## config.mk

```make
export PLATFORM = sky130hd
export DESIGN_NAME = playback_sequencer
export DESIGN_NICKNAME = d
export VERILOG_FILES = /design/src/rtl/playback_sequencer.sv
export SDC_FILE = /design/constraint.sdc
export NUM_CORES = 1
export LEC_CHECK = 0
export CAP_MARGIN = 25
export CORE_MARGIN = 5
export CORE_UTILIZATION = 53
export DETAILED_ROUTE_END_ITERATION = 10
export GPL_TIMING_DRIVEN = 1
export PLACE_DENSITY_LB_ADDON = 0.3
export SETUP_SLACK_MARGIN = 0.4
export SYNTH_ARGS = -nofsm -noshare
export SYNTH_HDL_FRONTEND = slang
export SYNTH_SLANG_ARGS = --single-unit
```

## constraint.sdc

```tcl
create_clock -name clk -period 3.6 [get_ports clk]
set_input_delay 0.54 -clock clk [delete_from_list [all_inputs] [get_ports clk]]
set_output_delay 0.54 -clock clk [all_outputs]
set_load 0.005 [all_outputs]
```

## src/rtl/playback_sequencer.sv

```systemverilog
// Plays back a stored colour sequence on one-hot LEDs, paced by an external
// flash timer tick, with a fixed number of dark ticks between colours.
module playback_sequencer #(
  parameter int unsigned MAX_LEN   = 33,
  parameter int unsigned GAP_TICKS = 1
) (
  input  logic       clk,
  input  logic       reset,
  input  logic       start,
  input  logic       abort,
  input  logic [5:0] round_len,
  input  logic       tick,
  input  logic [1:0] colour_i,
  output logic [5:0] rd_addr,
  output logic [2:0] speed_o,
  output logic       load_speed,
  output logic [3:0] led_o,
  output logic       busy,
  output logic       done
);

  typedef enum logic [2:0] {
    S_IDLE,
    S_LOAD,
    S_ON,
    S_GAP,
    S_DONE
  } state_t;

  localparam logic [5:0] MAX_LEN_C = 6'(MAX_LEN);
  localparam logic [1:0] GAP_C     = 2'(GAP_TICKS);

  state_t     state_q, state_d;
  logic [5:0] len_q, len_d;
  logic [5:0] addr_q, addr_d;
  logic [2:0] speed_q, speed_d;
  logic [1:0] gap_q, gap_d;
  logic       load_q, load_d;
  logic       done_q, done_d;
  logic [3:0] led_q, led_d;
  logic [5:0] len_clamp;
  logic       last_colour;

  function automatic logic [2:0] speed_of(input logic [5:0] n);
    logic [2:0] s;
    if (n <= 6'd4)       s = 3'd0;
    else if (n <= 6'd8)  s = 3'd1;
    else if (n <= 6'd16) s = 3'd2;
    else if (n <= 6'd24) s = 3'd3;
    else                 s = 3'd4;
    return s;
  endfunction

  always_comb begin
    len_clamp   = (round_len > MAX_LEN_C) ? MAX_LEN_C : round_len;
    last_colour = (addr_q == (len_q - 6'd1));
  end

  always_comb begin
    state_d = state_q;
    len_d   = len_q;
    addr_d  = addr_q;
    speed_d = speed_q;
    gap_d   = gap_q;
    led_d   = '0;

    unique case (state_q)
      S_IDLE: begin
        if (start) begin
          state_d = S_LOAD;
          len_d   = len_clamp;
          speed_d = speed_of(len_clamp);
          addr_d  = '0;
          gap_d   = '0;
        end
      end
      S_LOAD: begin
        addr_d  = '0;
        gap_d   = '0;
        state_d = (len_q == '0) ? S_DONE : S_ON;
      end
      S_ON: begin
        // LED follows the colour one cycle after entering ON, and goes
        // dark on the same edge that leaves ON.
        if (tick) state_d = S_GAP;
        else      led_d   = 4'b0001 << colour_i;
      end
      S_GAP: begin
        if (tick) begin
          if (gap_q == (GAP_C - 2'd1)) begin
            gap_d = '0;
            if (last_colour) begin
              state_d = S_DONE;
            end else begin
              addr_d  = addr_q + 6'd1;
              state_d = S_ON;
            end
          end else begin
            gap_d = gap_q + 2'd1;
          end
        end
      end
      S_DONE:  state_d = S_IDLE;
      default: state_d = S_IDLE;
    endcase

    if (abort && (state_q != S_IDLE)) begin
      state_d = S_IDLE;
      gap_d   = '0;
      led_d   = '0;
    end

    load_d = (state_d == S_LOAD);
    done_d = (state_d == S_DONE);
  end

  always_ff @(posedge clk) begin
    if (reset) begin
      state_q <= S_IDLE;
      len_q   <= '0;
      addr_q  <= '0;
      speed_q <= '0;
      gap_q   <= '0;
      load_q  <= 1'b0;
      done_q  <= 1'b0;
      led_q   <= '0;
    end else begin
      state_q <= state_d;
      len_q   <= len_d;
      addr_q  <= addr_d;
      speed_q <= speed_d;
      gap_q   <= gap_d;
      load_q  <= load_d;
      done_q  <= done_d;
      led_q   <= led_d;
    end
  end

  always_comb begin
    rd_addr    = addr_q;
    speed_o    = speed_q;
    load_speed = load_q;
    led_o      = led_q;
    done       = done_q;
    busy       = (state_q != S_IDLE);
  end

endmodule
```

==> flow_metrics.tcl <==
set metrics [dict create \
    status "finished, final reports clean" \
    post_synth_mux_area_share_pct 1.493 \
    p_per_area_nw_per_um2 371.8 \
    netSwitchingFraction_pct 25.88 \
    yosysSeqAreaShare_pct 38.81 \
    number_of_buffers_added_to_fix_hold_violations_after_cts 0 \
    synth.ff_latch_count 26 \
    drt_drc_violations_left 0 \
    pin_count 29 \
    critPathRequiredTime_ns 3.06 \
    dieWidth_um 60.31 \
    max-cap-violations 0 \
    placement_rows 18 \
    core_area_sq_um 2455 \
    ff2ff_setup_slack_ns 1.51 \
    utilization_pct 69.06 \
    setup_viol 0 \
    relSlewSlack_pct 57.19 \
    power.share.combinational_pct 18.7 \
    grt_usage_pct 18.41 \
    post-route-min-period_ns 2.130 \
    worst_ep_arrival_time_ns 1.59 \
    hold_viol 0 \
    initial_antenna_violation_count 0 \
    place_worst_setup_slack_ns 1.124 \
    first_global_vias 1154 \
    clock-sinks 26 \
    timing.critical_path.from_type "register" \
    floorplan.initialDensity_pct 54.64 \
    synth.net_count 177 \
    final.setup.worst_slack_ns 1.470 \
    worst_ir_drop_vdd_uv 278.9 \
    switching_power_mw 0.1631 \
    share_of_synthesized_cell_area_in_full_adder_half_adder_and_majority_cells_pct 4.664 \
    clock-skew-final_ns 0.01331 \
    tightestPinTransition_ns 0.6402 \
    dp_hpwl_mm 2.302 \
    mappedNetlistArea_sq_um 1341 \
    grt_max_degree 18 \
    post_cts_resize_count 0 \
    avgRoutedWirePerCell_um 14.19 \
    yosys_most_used_dff "dfxtp_1" \
    global_route.overflow_total 0 \
    path_class "register to output pin" \
    num-nets-final 206 \
    tritoncts "yes" \
    seq_power_share_pct 49.0 \
    main_combinational_cell_family_by_area_after_synthesis "simple AND/OR/NAND/NOR gates" \
    share_clk_of_total_power_pct 32.3 \
    syn2layout_area_growth_pct 26.40 \
    internal_pwr_total_mw 0.4672 \
    die_h_um 60.31 \
    port_buffers 28 \
    synthArstFlopShare_pct 0 \
    most_common_cell_after_layout_fill_and_taps_aside "clkdlybuf4s50_1" \
    count_of_warnings_emitted_by_yosys 0 \
    synth_area_in_compound_gates_pct 20.71 \
    wire_length_of_the_first_global_routing_pass_mm 5.188 \
    max_clock_freq_ghz 0.4695 \
    synth_enable_flop_cells 0 \
    final_max_slew_viols 0 \
    dieArea_sq_um 3637 \
    setup_tns_final_ns 0 \
    cellLeakagePower_nw 0.6081 \
    critical_path_peak_fanout 7 \
    h-tree-depth 1 \
    gp_congestion 0.8007 \
    route.final.wire_length_mm 3.080 \
    synthXorXnorAreaFrac_pct 5.224 \
    antennaDiodeCount 0 \
    vias 1255 \
    synthDistinctLibCells 38 \
    cts-buffers-inserted 3 \
    worstSetupEndpointType "output pin" \
    min_period_over_period_pct 59.16 \
    syn_avg_cell_area_sq_um 8.436 \
    unrepaired_setup_endpoints_after_global_routing "false" \
    via_per_inst 5.783 \
    fin_total_pwr_mw 0.6303 \
    insertion_delay_ns 0.33 \
    antenna_violating_nets_post_route 0 \
    dr.first_iter.drc_count 48 \
    post_synth_inst_count 159 \
    final_cell_mix "clkdlybuf4s50_1, dfxtp_1, a21oi_1" \
    post_synth_simple_gate_area_pct 26.49 \
    path_clk_slew_ns 0.15 \
    fillers 190 \
    first_pass_iters 4 \
    cts-root-to-sink-buffers 2 \
    post_cts.repair.setup_buffers 0 \
    holdCritPathClass "register to register" \
    drive_gt1_share_pct 4.813 \
    ctsRootBufferMaster "clkbuf_4" \
]
==> Yosys cell counts (3+ instances only) <==
cell      instances  area share (%)
a21oi_1          20             7.5
a211oi_1          4             2.2
nor3b_1           5             2.8
o21ai_0           7             2.6
xnor2_1           4             2.6
nor2_1           19             5.3
nor3_1            4             1.5
ha_1              5             4.7
nand3_1           7             2.6
nand3b_1          3             1.7
xor2_1            4             2.6
inv_1             5             1.4
clkbuf_1          3            0.84
and3_1            3             1.4
or3_1             6             2.8
nand2b_1          4             1.9
dfxtp_1          26              39
nand2_1           7             2.0
==> per-stage QoR <==
stage                     std cells  area [sq um]  hold WS [ns]
after floorplan                 159          1341        0.4461
after global placement          213          1643        0.4630
after detailed placement        213          1643        0.4590
after CTS                       217          1695        0.4804
after global routing            217          1695        0.4954
final                           217          1695        0.4777
==> worst max-delay path: stages, from the launching register on <==
cell,delay [ns]
dfxtp_1,0.40
or3_1,0.40
clkdlybuf4s50_1,0.46
==> cell type report <==
type,instances,area (sq um),share of cell area (%)
Multi-Input combinational cell,124,785.8,46.35
Sequential cell,26,520.5,30.70
Timing Repair Buffer,28,280.3,16.53
Tap cell,30,37.54,2.214
Clock inverter,1,30.03,1.771
Clock buffer,3,22.52,1.328
Inverter,5,18.77,1.107
==> path summary, 6_finish.rpt <==
| check | cells after the start | to | start |
|---|---|---|---|
| max reg2reg | 8 | rd_addr[3] | len_q[0] |
| max | 2 | busy | state_q[2] |
| min reg2reg | 2 | gap_q[0] | gap_q[0] |
| min | 2 | gap_q[0] | gap_q[0] |
==> sequential cells by signal, summed over array words and instances (netlist names) <==
register and cells:
len_q 6, rd_addr 6, led_o 4, speed_o 3, state_q 3, gap_q 2, done 1, load_speed 1
==> layer usage <==
layer | up-vias | part of all wire [%] | global-route usage (%)
li1 | 632 | - | -
met1 | 570 | 47 | 24.22
met2 | 47 | 46 | 29.48
met3 | 6 | 6.5 | 4.752
met4 | 0 | 1.1 | 5.696
met5 | - | 0 | 0
==> cells by family (layout without fill, tap and decap cells) <==
group                    Yosys count  in the layout
AND/OR/NAND/NOR                   66             66
AO/OA/AOI/OAI                     43             43
flip-flops                        26             26
buffers and inverters              9             37
XOR/XNOR                           8              8
adder cells (fa/ha/maj)            5              5
multiplexers                       2              2
==> power groups by stage <==
stage / logic (mW) / registers (mW) / clock network [mW]
global route: 0.131 / 0.311 / 0.220
detailed placement: 0.116 / 0.315 / 0
floorplan: 0.0778 / 0.311 / 0
CTS: 0.117 / 0.309 / 0.205
finish: 0.118 / 0.309 / 0.204
global placement: 0.114 / 0.314 / 0
Power figures use the tool's default switching activity.
